--- src/rtl/sdp_ram_reader.sv ---
// sdp_ram_reader: read-side controller for a simple dual-port RAM.
// Ports: clk, rst (async, active-high); request s_valid/s_ready/s_addr;
//   RAM read port ram_reb/ram_addrb/ram_doutb; response m_valid/m_ready/m_data;
//   busy (reads in flight or buffered).
module sdp_ram_reader #(
    parameter int DATA_W  = 32,
    parameter int DEPTH_W = 8,
    parameter int LATENCY = 2
) (
    input  logic               clk,
    input  logic               rst,
    input  logic               s_valid,
    output logic               s_ready,
    input  logic [DEPTH_W-1:0] s_addr,
    output logic               ram_reb,
    output logic [DEPTH_W-1:0] ram_addrb,
    input  logic [DATA_W-1:0]  ram_doutb,
    output logic               m_valid,
    input  logic               m_ready,
    output logic [DATA_W-1:0]  m_data,
    output logic               busy
);

    localparam int BUF_DEPTH = LATENCY + 1;
    localparam int CNT_W     = $clog2(BUF_DEPTH + 1);
    localparam int PTR_W     = $clog2(BUF_DEPTH);

    localparam logic [PTR_W-1:0] PTR_LAST = PTR_W'(BUF_DEPTH - 1);
    localparam logic [CNT_W:0]   CREDITS  = (CNT_W+1)'(BUF_DEPTH);

    logic [LATENCY-1:0] r_vld;
    logic [DATA_W-1:0]  r_mem [BUF_DEPTH];
    logic [PTR_W-1:0]   r_wptr;
    logic [PTR_W-1:0]   r_rptr;
    logic [CNT_W-1:0]   r_occ;

    logic               w_accept;
    logic               w_pop;
    logic               w_cap;
    logic               w_nonempty;
    logic [CNT_W-1:0]   w_in_flight;
    logic [CNT_W:0]     w_committed;

    // Popcount of the latency pipe: reads issued but not yet captured.
    always_comb begin
        w_in_flight = '0;
        for (int i = 0; i < LATENCY; i++) begin
            w_in_flight = w_in_flight + CNT_W'(r_vld[i]);
        end
    end

    assign w_nonempty = (r_occ != '0);
    assign w_cap      = r_vld[LATENCY-1];
    assign m_valid    = !rst & w_nonempty;
    assign w_pop      = m_valid & m_ready;

    // Every issued read owns a FIFO slot from issue until pop, so the
    // FIFO can never overflow. A slot freed by this cycle's pop is
    // reusable at once, hence the m_ready -> s_ready path.
    assign w_committed = {1'b0, w_in_flight}
                       + {1'b0, r_occ}
                       - {{CNT_W{1'b0}}, w_pop};

    assign s_ready   = !rst & (w_committed < CREDITS);
    assign w_accept  = s_valid & s_ready;

    assign ram_reb   = w_accept;
    assign ram_addrb = s_addr;

    // Storage is masked while empty, so it needs no reset.
    assign m_data = m_valid ? r_mem[r_rptr] : '0;

    assign busy = !rst & ((w_in_flight != '0) | w_nonempty);

    always_ff @(posedge clk or posedge rst) begin
        if (rst) begin
            r_vld <= '0;
        end else begin
            r_vld[0] <= w_accept;
            for (int i = 1; i < LATENCY; i++) begin
                r_vld[i] <= r_vld[i-1];
            end
        end
    end

    always_ff @(posedge clk) begin
        if (w_cap) begin
            r_mem[r_wptr] <= ram_doutb;
        end
    end

    always_ff @(posedge clk or posedge rst) begin
        if (rst) begin
            r_wptr <= '0;
        end else if (w_cap) begin
            r_wptr <= (r_wptr == PTR_LAST) ? '0 : r_wptr + 1'b1;
        end
    end

    always_ff @(posedge clk or posedge rst) begin
        if (rst) begin
            r_rptr <= '0;
        end else if (w_pop) begin
            r_rptr <= (r_rptr == PTR_LAST) ? '0 : r_rptr + 1'b1;
        end
    end

    // Capture and pop together leave the occupancy unchanged.
    always_ff @(posedge clk or posedge rst) begin
        if (rst) begin
            r_occ <= '0;
        end else begin
            unique case ({w_cap, w_pop})
                2'b10:   r_occ <= r_occ + 1'b1;
                2'b01:   r_occ <= r_occ - 1'b1;
                default: r_occ <= r_occ;
            endcase
        end
    end

endmodule

--- config.mk ---
export PLATFORM = sky130hd
export DESIGN_NAME = sdp_ram_reader
export DESIGN_NICKNAME = d
export VERILOG_FILES = /design/src/rtl/sdp_ram_reader.sv
export SDC_FILE = /design/constraint.sdc
export NUM_CORES = 1
export LEC_CHECK = 0
export BUFFER_PORTS_ARGS = -buffer_cell sky130_fd_sc_hd__clkbuf_2
export CORE_ASPECT_RATIO = 2
export CORE_MARGIN = 3
export CORE_UTILIZATION = 40
export DETAILED_ROUTE_END_ITERATION = 8
export HOLD_SLACK_MARGIN = 0.05
export PLACE_DENSITY = 0.71
export SLEW_MARGIN = 20
export SYNTH_ARGS = -nofsm -noshare
export SYNTH_HDL_FRONTEND = slang
export SYNTH_SLANG_ARGS = --single-unit
--- constraint.sdc ---
create_clock -name clk -period 3.08 [get_ports clk]
set_input_delay 0.616 -clock clk [delete_from_list [all_inputs] [get_ports clk]]
set_output_delay 0.616 -clock clk [all_outputs]
set_load 0.005 [all_outputs]
==> results of run 1 <==
==> stage by stage <==
| step | hold slack [ns] | std cells | power (mW) | setup TNS (ns) |
|---|---|---|---|---|
| 2_1_floorplan | 0.380 | 261 | 2.77 | 0 |
| 3_3_place_gp | 0.409 | 458 | 3.17 | -0.0892 |
| 3_5_place_dp | 0.417 | 458 | 3.23 | -0.154 |
| 4_1_cts | 0.262 | 479 | 4.40 | -0.0733 |
| 5_1_grt | 0.289 | 479 | 4.65 | -0.327 |
| 6_report | 0.274 | 479 | 4.39 | -0.107 |
==> cells in the mapped netlist (2+ instances only) <==
| cell type | instances | share of area (%) |
|---|---|---|
| ha_1 | 6 | 1.8 |
| o21ai_0 | 29 | 3.5 |
| nor2_1 | 4 | 0.36 |
| buf_6 | 6 | 1.6 |
| a21o_1 | 2 | 0.36 |
| dfrtp_1 | 8 | 4.8 |
| mux2i_1 | 32 | 7.7 |
| xnor2_1 | 3 | 0.63 |
| o21ai_1 | 4 | 0.48 |
| mux2_4 | 2 | 0.72 |
| clkbuf_1 | 4 | 0.36 |
| inv_1 | 11 | 0.99 |
| a21oi_1 | 33 | 3.9 |
| edfxtp_1 | 96 | 69 |
| buf_4 | 9 | 1.6 |
==> where the power goes <==
part,internal (mW),total (mW),switching (mW)
Combinational,0.680,1.46,0.785
Clock,0.538,1.01,0.472
Sequential,1.78,1.91,0.132
Total,3.00,4.39,1.39
==> metal layers <==
metal / up-vias / share of wire, %
met2: 57 / 58
met4: 0 / 3.7
met1: 1156 / 34
li1: 1130 / -
met5: - / 0
met3: 22 / 4.2
==> layout make-up <==
cell class                      count  area, um^2  share of cell area (%)
Multi-Input combinational cell    123         960                    19.0
Clock inverter                      6        37.5                   0.745
Clock buffer                        9         225                    4.47
Tap cell                          135         169                    3.35
Inverter                           13        60.1                    1.19
Timing Repair Buffer               89         503                    9.98
Sequential cell                   104        3080                    61.2
==> placed cells by master, fill, tap and decap left out, drive strengths merged <==
cell type / instances
edfxtp: 96
clkbuf: 80
o21ai: 34
a21oi: 33
mux2i: 32
buf: 18
inv: 12
dfrtp: 8
ha: 6
nor2: 4
clkinv: 4
clkinvlp: 3
xnor2: 3
mux2: 2
a21o: 2
nand2: 1
nand2b: 1
and3: 1
o221a: 1
and2: 1
nor2b: 1
fa: 1
==> flip-flops by register name (all words and copies together) (netlist names) <==
| name | flops |
|---|---|
| r_mem | 96 |
| r_occ | 2 |
| r_rptr | 2 |
| r_wptr | 2 |
| r_vld | 2 |
==> logic make-up (layout without fill, tap and decap cells) <==
family                     Yosys count  count (layout)  synth area share, %
DFF                                104             104                 73.7
AOI/OAI and AO/OA                   70              70                 8.73
muxes                               34              34                 8.38
buffers and inverters               34             117                 5.05
and+or+nand+nor                      9               9                 1.23
adders and majority gates            7               7                 2.27
xor gates and xnor gates             3               3                0.628
==> worst min-delay path by stage <==
stage	slack, ns	end	from	depth (start not counted)
2_1_floorplan	0.38	r_vld[1]$_DFF_PP0_	r_vld[0]$_DFF_PP0_	0
3_3_place_gp	0.41	r_vld[1]$_DFF_PP0_	r_vld[0]$_DFF_PP0_	0
3_5_place_dp	0.42	r_vld[1]$_DFF_PP0_	r_vld[0]$_DFF_PP0_	0
4_1_cts	0.26	r_occ[1]$_DFFE_PP0P_	rst	3
5_1_grt	0.29	r_wptr[0]$_DFFE_PP0P_	rst	3
6_report	0.27	r_vld[0]$_DFF_PP0_	rst	3
==> repair_timing <==
action | CTS | global route
resized for setup | 14 | 1
endpoints found under the setup margin | 2 | 2
setup buffers | 6 | 0
pin swaps | 7 | 3
==> critical path, delay by kind of cell (launching register included) <==
kind | cells | cell delay (ns)
AO/OA/AOI/OAI | 2 | 0.44
AND/OR/NAND/NOR | 2 | 0.20
flip-flops | 1 | 0.39
adder cells (fa/ha/maj) | 3 | 0.84
buffers and inverters | 5 | 0.27
==> metrics.md, run 1 <==
| Metric | Value |
|---|---|
| Io pins | 88 |
| FF-to-FF End | r_vld[0]$_DFF_PP0_ |
| Final worst slack | -0.0552 ns |
| Die area | 11800 um^2 |
| Yosys reg bits | 104 |
| Fin. max-slew vios | 0 |
| Relative slew slack | 44.5% |
| Worst Hold Class | in -> async |
| Drt initial violations | 78 |
| Wire per inst | 16.8 um |
| Post-layout util | 49.6% |
| Row cnt | 52 |
| CTS root buffer | clkbuf_16 |
| Crit-path max FO | 2 |
| Worst flop-to-flop path startpoint | r_occ[0]$_DFFE_PP0P_ |
| Largest net degree at the start of global routing | 41 |
| Hold Buf Count CTS | 0 |
| Met1 global-route usage | 13.6% |
| Final Wtd Congestion | 0.843 |
| Max H-tree Level | 3 |
| Fillers | 915 |
| Num CTS Buffers | 9 |
| Syn avg cell area | 16.0 um^2 |
| Clock Path Buffers | 2 |
| Number of global-route vias before repair | 2464 |
| CP Launch Type | flip-flop |
| Fin crit period | 3.14 ns |
| Post-Route WL | 8050 um |
| First drt pass iteration count | 4 |
| Core ar. | 10100 um^2 |
| Cell mode on critical path | inv_4 |
| Critical path arrival | 2.52 ns |
| End point of the critical path | ram_reb |
| Final ANT Viol Nets | 0 |
| Leakage | 1.92 nW |
| Syn_nets | 312 |
| Path depth of the worst reg2reg path | 11 |
| Syn Std Cell Area | 4180 um^2 |
| Die Span Y | 151 um |
| Initial antenna violation count | 0 |
| Cells after Synth | 261 |
| Outcome | finished with violations |
| RSZ-0062 raised after global routing | true |
| Tot GR Track Use | 14.5% |
| First-pass GRT wire length | 12300 um |
| CTS clk-pin slew, worst paths | 0.06 ns |
| GR Util met2 | 27.1% |
| VDD IR max | 0.467 mV |
| Port Buffers | 71 |
| Finished layout cell area | 5040 um^2 |
| Busiest metal layer after global routing | met2 |
| Synth-to-layout area growth | 20.5% |
| Vias | 2365 |
| R2R setup slack | 0.90 ns |
| CP max stage cell | fa_2 |
| Max Freq | 0.319 GHz |
| Critical path type | reg -> out |
| Pwr/cell area | 870 nW/um^2 |
| GRT overflow | 0 |
| Setup-failing EPs final | 2 |
| Max-Cap Viols | 0 |
| Final HPWL DP | 5260 um |
| Post-place setup slack | -0.154 ns |
| DRC | 0 |
| Final net count | 391 |
| Worst-Skew Late Latency | 0.34 ns |
| Fin crit share | 102% |
| Via density | 4.94 |
| Initial Util | 41.2% |
| Num Clock Sinks | 104 |
| Crit-path cells | o21ai_2 -> inv_4 -> nand2_4 -> inv_4 -> ha_4 -> inv_4 -> ha_4 -> inv_2 -> fa_2 -> o221a_4 -> and2_4 -> clkbuf_2 |
| Met3 GRT Util | 3.35% |
| Crit. End Element | output pin |
| CTS tree | built |
| Seq/Total Area, Yosys | 73.7% |
| Placement Cell Area | 4670 um^2 |
| Final hold vios | 0 |
| Share of post-route cells with drive strength above 1 | 36.6% |
| Ant. Diodes | 0 |
| Post-synth EDFFs | 96 |
| Die X | 78.3 um |
| Most used flip-flop cell after synthesis | edfxtp_1 |
| Setup Skew | 0.00528 ns |
| Critical Path RT | 2.46 ns |
| Count of cell types in the netlist | 27 |
| Least-Margin Pin Slew | 0.833 ns |
| Worst path max stage delay | 0.44 ns |
| Worst Setup SP | r_occ[0]$_DFFE_PP0P_ |
| Post-synth ARST share | 7.69% |
| Synth warn | 0 |
| Failing checks | negative setup slack |
(Power assumes the default switching activity.)
==> run 2: changes to the inputs <==
--- a/config.mk
+++ b/config.mk
@@ -5,13 +5,15 @@
 export SDC_FILE = /design/constraint.sdc
 export NUM_CORES = 1
 export LEC_CHECK = 0
-export BUFFER_PORTS_ARGS = -buffer_cell sky130_fd_sc_hd__clkbuf_2
+export ABC_AREA = 1
+export BUFFER_PORTS_ARGS = -buffer_cell sky130_fd_sc_hd__buf_2
 export CORE_ASPECT_RATIO = 2
 export CORE_MARGIN = 3
 export CORE_UTILIZATION = 40
 export DETAILED_ROUTE_END_ITERATION = 8
 export HOLD_SLACK_MARGIN = 0.05
-export PLACE_DENSITY = 0.71
+export PLACE_DENSITY = 0.7
+export SKIP_LAST_GASP = 1
 export SLEW_MARGIN = 20
 export SYNTH_ARGS = -nofsm -noshare
 export SYNTH_HDL_FRONTEND = slang
==> run 2 against run 1 <==
Net effect: hold slack gained 0.027 ns; synthesized cell count grew 44%; wire length grew 17%; non-clock buffer count shrank 1; the flow still finishes with violations (negative setup slack); largest power group unchanged.
==> metrics.md, run 2 <==
| Metric | Value |
|---|---|
| Initial Util | 41.7% (+0.49 points) |
| Drt initial violations | 150 (+92%) |
| Post-synthesis compound-gate area fraction | 0.450% (-8.3 points) |
| Synth area leader | edfxtp_1 |
| Critical Path RT | 2.46 ns (about the same) |
| R2R setup slack | 0.98 ns (+0.08 ns) |
| Worst Hold Class | in -> async |
| Critical path arrival | 2.49 ns (-0.03 ns) |
| Post-synthesis adder-cell area fraction | 2.14% (-0.14 points) |
| Pwr/cell area | 894 nW/um^2 (+2.7%) |
| Synth-to-layout area growth | 18.8% |
| Top Family by Delay on Critical Path | adder cells |
| VDD IR max | 0.592 mV (+27%) |
| Tot GR Track Use | 16.0% (+1.6 points) |
| Most frequent cells in the layout | nand2_1, edfxtp_1, buf_2 |
| Post-Route WL | 9420 um (+17%) |
| CP Launch Type | flip-flop |
| Clock Path Buffers | 2 (unchanged) |
| Max Freq | 0.322 GHz (+0.97%) |
| Count leader, synth | nand2_1 |
| Yosys reg bits | 104 (unchanged) |
| Setup Skew | 0.00409 ns (-0.00119 ns) |
| Fin crit share | 101% (-0.98 points) |
| Final hold vios | 0 (unchanged) |
| Final worst slack | -0.0250 ns (+0.0301 ns) |
| Row cnt | 53 (+1.9%) |
| Crit-path cells | inv_2 -> nand2_1 -> nand3_2 -> inv_2 -> ha_4 -> inv_2 -> ha_4 -> inv_2 -> fa_1 -> inv_1 -> a21oi_2 -> nand2_1 -> nor2_2 -> buf_2 |
| Num Clock Sinks | 104 (unchanged) |
| Wire per inst | 15.9 um (-5.4%) |
| Final net count | 502 (+28%) |
| Cell mode on critical path | inv_2 |
| Worst path max stage delay | 0.53 ns (+0.09 ns) |
| Largest Register | r_mem |
| Ant. Diodes | 0 (unchanged) |
| Commonest non-fill, non-tap cell in the layout | nand2_1 |
| Die area | 12500 um^2 (+6.0%) |
| Number of global-route vias before repair | 3047 (+24%) |
| Final ANT Viol Nets | 0 (unchanged) |
| Outcome | finished with violations |
| CTS clk-pin slew, worst paths | 0.06 ns (about the same) |
| Syn avg cell area | 11.8 um^2 (-26%) |
| Crit. End Element | output pin |
| Count of cell types in the netlist | 22 (-19%) |
| GRT overflow | 0 (unchanged) |
| Worst-Skew Late Latency | 0.34 ns (about the same) |
| Vias | 2856 (+21%) |
| Max FFs per register | 96 (unchanged) |
| Die X | 80.6 um (+2.9%) |
| Fin. max-slew vios | 0 (unchanged) |
| Synth Area in XOR/XNOR | 0.393% (-0.23 points) |
| Synth Area in Simple Gates | 18.6% (+17 points) |
| Most used flip-flop cell after synthesis | edfxtp_1 |
| Largest net degree at the start of global routing | 35 (-15%) |
| Setup-failing EPs final | 1 (-1) |
| Port Buffers | 71 (unchanged) |
| Cells after Synth | 377 (+44%) |
| Post-synth ARST share | 7.69% (unchanged) |
| Post-layout util | 49.5% (-0.12 points) |
| Yosys top cell area share | 64.8% (-4.2 points) |
| Crit path depth | 14 (+2) |
| Syn_nets | 428 (+37%) |
| Io pins | 88 (unchanged) |
| CP max stage cell | fa_1 |
| Post-place setup slack | 0.0192 ns (+0.173 ns) |
| Crit-path max FO | 3 (+1) |
| Final Wtd Congestion | 0.735 (-13%) |
| Critical path type | reg -> out |
| DRC | 0 (unchanged) |
| FF-to-FF End | r_vld[0]$_DFF_PP0_ |
| Post-Layout Cell Count | 592 (+24%) |
| Synth warn | 0 (unchanged) |
| Max H-tree Level | 3 (unchanged) |
| Via density | 4.82 (-2.3%) |
| Setup TNS | -0.0250 ns (+0.0817 ns) |
| Largest family of logic cells by synthesized area | simple AND/OR/NAND/NOR gates |
| Area contributors post-synth | edfxtp_1, nand2_1, nand3_1, dfrtp_1, inv_1 |
| First drt pass iteration count | 4 (unchanged) |
| End point of the critical path | ram_reb |
| Inst Count DP | 572 (+25%) |
| Worst Setup SP | r_occ[1]$_DFFE_PP0P_ |
| Worst flop-to-flop path startpoint | r_occ[1]$_DFFE_PP0P_ |
| Share of post-route cells with drive strength above 1 | 28.4% (-8.3 points) |
| Synth cell count leaders | nand2_1, edfxtp_1, nand3_1, inv_1, buf_6 |
| Leakage | 2.35 nW (+22%) |
| Hold_ws | 0.302 ns (+0.0275 ns) |
| Mux cell area share after synthesis | 0% (-8.4 points) |
| Finished layout cell area | 5290 um^2 (+4.9%) |
| Num CTS Buffers | 9 (unchanged) |
| Overall power | 4.73 mW (+7.8%) |
| First-pass GRT wire length | 15000 um (+22%) |
| Syn Std Cell Area | 4450 um^2 (+6.4%) |
| Least-Margin Pin Slew | 0.881 ns (+0.0482 ns) |
| Max-Cap Viols | 0 (unchanged) |
| Die Span Y | 155 um (+3.0%) |
| Fin crit period | 3.11 ns (-0.0301 ns) |
| Path depth of the worst reg2reg path | 13 (+2) |
| CTS root buffer | clkbuf_16 |
| Post-synth EDFFs | 96 (unchanged) |
| Failing checks | negative setup slack |
| CTS tree | built |
| Seq/Total Area, Yosys | 69.3% (-4.5 points) |
| Core ar. | 10700 um^2 (+5.2%) |
| Relative slew slack | 41.2% (-3.3 points) |
| Initial antenna violation count | 0 (unchanged) |
| CP bufs+invs | 6 (+1) |
| Placement Cell Area | 4890 um^2 (+4.7%) |
| Final HPWL DP | 6120 um (+16%) |
| RSZ-0062 raised after global routing | true |
-- run 2: cell types whose count changed after synthesis, sizes merged, moves of 31 or more --
cell	previous run	this run
a21oi	33	2
inv	13	52
mux2i	32	0
nand2	1	107
nand3	0	69
o21ai	34	2
-- run 2: timing repair --
item,4_1_cts,5_1_grt
resized for setup,2,12
buffers inserted,4,1
hold endpoints to repair,0,0
pin swaps,0,3
endpoints found under the setup margin,2,2
hold buffers,0,0
gates cloned,0,0
-- run 2: layout make-up --
type,instances,area (um^2)
flip-flops and latches,104,3080
repair buffers,88,508
inverters,52,195
clock inverters,6,85.1
clock buffers,9,225
well taps,137,171
multi-input cells,196,1020
fillers,949,5390
-- run 2: cells by family after synthesis --
kind of cell	count (synthesis)
DFF	104
and+or+nand+nor	183
buffers and inverters	77
xor gates and xnor gates	2
AOI/OAI and AO/OA	4
adders and majority gates	7
-- run 2: worst min path at each step --
stage	to	depth (start not counted)
after floorplan	r_vld[1]$_DFF_PP0_	0
after global placement	r_vld[1]$_DFF_PP0_	0
after detailed placement	r_vld[1]$_DFF_PP0_	0
after CTS	r_rptr[0]$_DFFE_PP0P_	3
after global routing	r_rptr[0]$_DFFE_PP0P_	3
final	r_wptr[0]$_DFFE_PP0P_	3
-- run 2: worst register-to-register path, stage by stage (launching register included) --
cell	delay, ns
dfrtp_1	0.40
inv_2	0.09
nand2_1	0.08
nand3_2	0.08
inv_2	0.06
ha_4	0.23
inv_2	0.06
ha_4	0.12
inv_2	0.03
fa_1	0.53
inv_1	0.05
a21oi_2	0.10
nand2_1	0.08
nor2_2	0.12
-- run 2: metal layers --
metal | up-vias | track usage [%] | routed length [um]
li1 | 1396 | - | -
met1 | 1383 | 16.4 | 3350
met2 | 63 | 30.6 | 5500
met3 | 14 | 3.01 | 383
met4 | 0 | 6.69 | 187
met5 | - | 0 | 0
-- run 2: power by group --
part	switching [mW]	total, mW	internal, mW
Clock	0.471	1.17	0.704
Sequential	0.105	1.90	1.80
Combinational	1.02	1.65	0.627
Total	1.60	4.73	3.13
==> run 3: changes to the inputs <==
--- a/config.mk
+++ b/config.mk
@@ -7,7 +7,6 @@
 export LEC_CHECK = 0
 export ABC_AREA = 1
 export BUFFER_PORTS_ARGS = -buffer_cell sky130_fd_sc_hd__buf_2
-export CORE_ASPECT_RATIO = 2
 export CORE_MARGIN = 3
 export CORE_UTILIZATION = 40
 export DETAILED_ROUTE_END_ITERATION = 8
==> run 3 against run 2 <==
Net effect: the flow now finishes without violations; sequential cell count unchanged; clock-buffer cell count did not move; sequential share of layout area grew 1.1 points; non-clock buffer count up 4; first-iteration DRC count fell by 8.0%; total power shrank 5.8%; wire length decreased by 5.3%; maximum frequency is 2.1% higher; design area shrank 1.8%; highest routed layer unchanged.
==> metrics.md, run 3 (synthesized netlist as in run 2, its figures left out) <==
| Metric | Value |
|---|---|
| Worst-Skew Late Latency | 0.37 ns (+0.03 ns) |
| Share of post-route cells with drive strength above 1 | 29.3% (+1.0 points) |
| First-pass GRT wire length | 14700 um (-1.6%) |
| Post-place setup slack | -0.00332 ns (-0.0225 ns) |
| Most frequent cells in the layout | nand2_1, edfxtp_1, buf_2 |
| CTS root buffer | clkbuf_8 |
| Worst path max stage delay | 0.47 ns (-0.06 ns) |
| CP max stage cell | fa_1 |
| Final net count | 506 (+0.80%) |
| Fin. max-slew vios | 0 (unchanged) |
| Row cnt | 37 (-30%) |
| Final HPWL DP | 5320 um (-13%) |
| Fin crit share | 98.7% (-2.1 points) |
| Worst Setup SP | r_occ[0]$_DFFE_PP0P_ |
| Switching pwr | 1.60 mW (about the same) |
| Final Wtd Congestion | 0.754 (+2.6%) |
| Share of power burned in registers | 42.9% (+2.6 points) |
| Clock Path Buffers | 2 (unchanged) |
| CTS tree | built |
| Final worst slack | 0.0399 ns (+0.0650 ns) |
| Clock power share | 19.6% (-5.2 points) |
| Worst flop-to-flop path startpoint | r_vld[1]$_DFF_PP0_ |
| Hold_ws | 0.286 ns (-0.0159 ns) |
| Critical path type | reg -> out |
| Core ar. | 10600 um^2 (-1.1%) |
| Switching Share | 35.9% (+2.1 points) |
| Wire per inst | 15.0 um (-5.9%) |
| Commonest non-fill, non-tap cell in the layout | nand2_1 |
| Internal power | 2.85 mW (-8.8%) |
| Setup-failing EPs final | 0 (-1) |
| Max-Cap Viols | 0 (unchanged) |
| Max FFs per register | 96 (unchanged) |
| DRC | 0 (unchanged) |
| Crit-path max FO | 2 (-1) |
| Initial Util | 42.2% (+0.48 points) |
| Die Span Y | 111 um (-28%) |
| Port Buffers | 71 (unchanged) |
| GRT overflow | 0 (unchanged) |
| Drt initial violations | 138 (-8.0%) |
| Least-Margin Pin Slew | 0.684 ns (-0.196 ns) |
| Largest net degree at the start of global routing | 36 (+2.9%) |
| Number of global-route vias before repair | 2986 (-2.0%) |
| Vias | 2845 (-0.39%) |
| CP Launch Type | flip-flop |
| Pwr/cell area | 858 nW/um^2 (-4.1%) |
| Ant. Diodes | 0 (unchanged) |
| VDD IR max | 0.333 mV (-44%) |
| Die area | 12400 um^2 (-0.61%) |
| Max Freq | 0.329 GHz (+2.1%) |
| Post-Route WL | 8920 um (-5.3%) |
| Synth-to-layout area growth | 16.6% |
| Leakage | 2.31 nW (-2.0%) |
| Final ANT Viol Nets | 0 (unchanged) |
| Tot GR Track Use | 14.9% (-1.1 points) |
| Via density | 4.77 (-1.1%) |
| Initial antenna violation count | 0 (unchanged) |
| Largest Register | r_mem |
| Max H-tree Level | 3 (unchanged) |
| Critical path arrival | 2.42 ns (-0.07 ns) |
| CP bufs+invs | 6 (unchanged) |
| Num Clock Sinks | 104 (unchanged) |
| Num CTS Buffers | 9 (unchanged) |
| First drt pass iteration count | 4 (unchanged) |
| Crit. End Element | output pin |
| Comb pwr share | 37.5% (+2.6 points) |
| Io pins | 88 (unchanged) |
| Setup Skew | 0.0142 ns (+0.0101 ns) |
| Die X | 111 um (+38%) |
| Relative slew slack | 54.1% (+13 points) |
| RSZ-0062 raised after global routing | true |
| Outcome | completed |
| Top Family by Delay on Critical Path | adder cells |
| Crit-path cells | inv_1 -> nand2_1 -> nand3_1 -> inv_2 -> ha_4 -> inv_4 -> ha_4 -> inv_2 -> fa_1 -> inv_1 -> a21oi_2 -> nand2_1 -> nor2_2 -> buf_2 |
| Critical Path RT | 2.46 ns (about the same) |
| Fin crit period | 3.04 ns (-0.0650 ns) |
| CTS clk-pin slew, worst paths | 0.10 ns (+0.04 ns) |
| Final hold vios | 0 (unchanged) |
| Worst Hold Class | in -> async |
[run 3: cell types whose count changed in the layout (fill, tap and decap cells not counted), moves of 2 or more]
cell       previous run  this run
clkinv_1              0         2
dfrtp_2               0         2
clkinv_2              2         0
inv_8                 0         2
dfrtp_1               8         6
inv_1                44        42
buf_4                15        21
clkbuf_16             9         0
clkbuf_8              0         9
buf_12                2         0
clkinv_4              0         2
[run 3: area by class of cell]
cell class / count / area, um^2
Fill cell: 982 / 5360
Sequential cell: 104 / 3090
Multi-Input combinational cell: 196 / 1010
Timing Repair Buffer: 92 / 513
Inverter: 52 / 198
Tap cell: 136 / 170
Clock buffer: 9 / 124
Clock inverter: 7 / 86.3
[run 3: power by group through the flow]
stage | clock [mW] | sequential (mW) | combinational [mW]
4_1_cts | 0.892 | 1.91 | 1.62
6_report | 0.872 | 1.91 | 1.67
2_1_floorplan | 0 | 1.89 | 1.10
3_3_place_gp | 0 | 1.94 | 1.44
5_1_grt | 0.951 | 1.93 | 1.92
3_5_place_dp | 0 | 1.95 | 1.47
[run 3: per-stage QoR]
stage | instance area [um^2] | cells | util [%] | power, mW | setup TNS, ns
2_1_floorplan | 4460 | 377 | - | 2.99 | 0
3_3_place_gp | 4840 | 568 | 45.9 | 3.38 | 0
3_5_place_dp | 4840 | 568 | 45.9 | 3.42 | -0.00332
4_1_cts | 5150 | 593 | 48.8 | 4.42 | -0.0538
5_1_grt | 5190 | 596 | 49.2 | 4.80 | -0.117
6_report | 5190 | 596 | 49.2 | 4.45 | 0
[run 3: worst register-to-register path, cell delays in order, from the launching register on]
cell,delay (ns)
dfrtp_1,0.38
inv_2,0.06
ha_4,0.26
inv_2,0.03
ha_4,0.26
inv_4,0.03
ha_4,0.14
inv_2,0.04
fa_1,0.39
inv_1,0.08
a21oi_2,0.05
nand2_1,0.08
nor2_2,0.04
buf_4,0.12
buf_4,0.12
buf_4,0.12
buf_4,0.12
buf_4,0.12
buf_4,0.12
[run 3: repair_timing]
action,in CTS,in global routing
endpoints found under the setup margin,2,2
hold buffers,0,0
resized for setup,8,6
pin swaps,2,3
setup buffers,9,3
hold endpoints to repair,0,0
[run 3: worst paths after layout]
kind                       slack (ns)                    end  cells after the start
setup / recovery                 0.04                ram_reb                     14
hold reg to reg                  0.53     r_vld[1]$_DFF_PP0_                      1
setup reg to reg                 0.42     r_vld[0]$_DFF_PP0_                     18
hold / removal                   0.29   r_occ[1]$_DFFE_PP0P_                      3
max in group asynchronous        2.64  r_rptr[1]$_DFFE_PP0P_                      3
min in group clk                 0.44  r_mem[1][3]$_DFFE_PP_                      1
[run 3: layer usage]
layer | GRT usage, % | wire length (um) | part of all wire [%] | vias up
met5 | 0 | 0 | 0 | -
met4 | 5.19 | 89 | 1.0 | 0
met3 | 2.99 | 370 | 4.1 | 12
met2 | 26.5 | 4620 | 52 | 54
met1 | 18.0 | 3840 | 43 | 1379
li1 | - | - | - | 1400
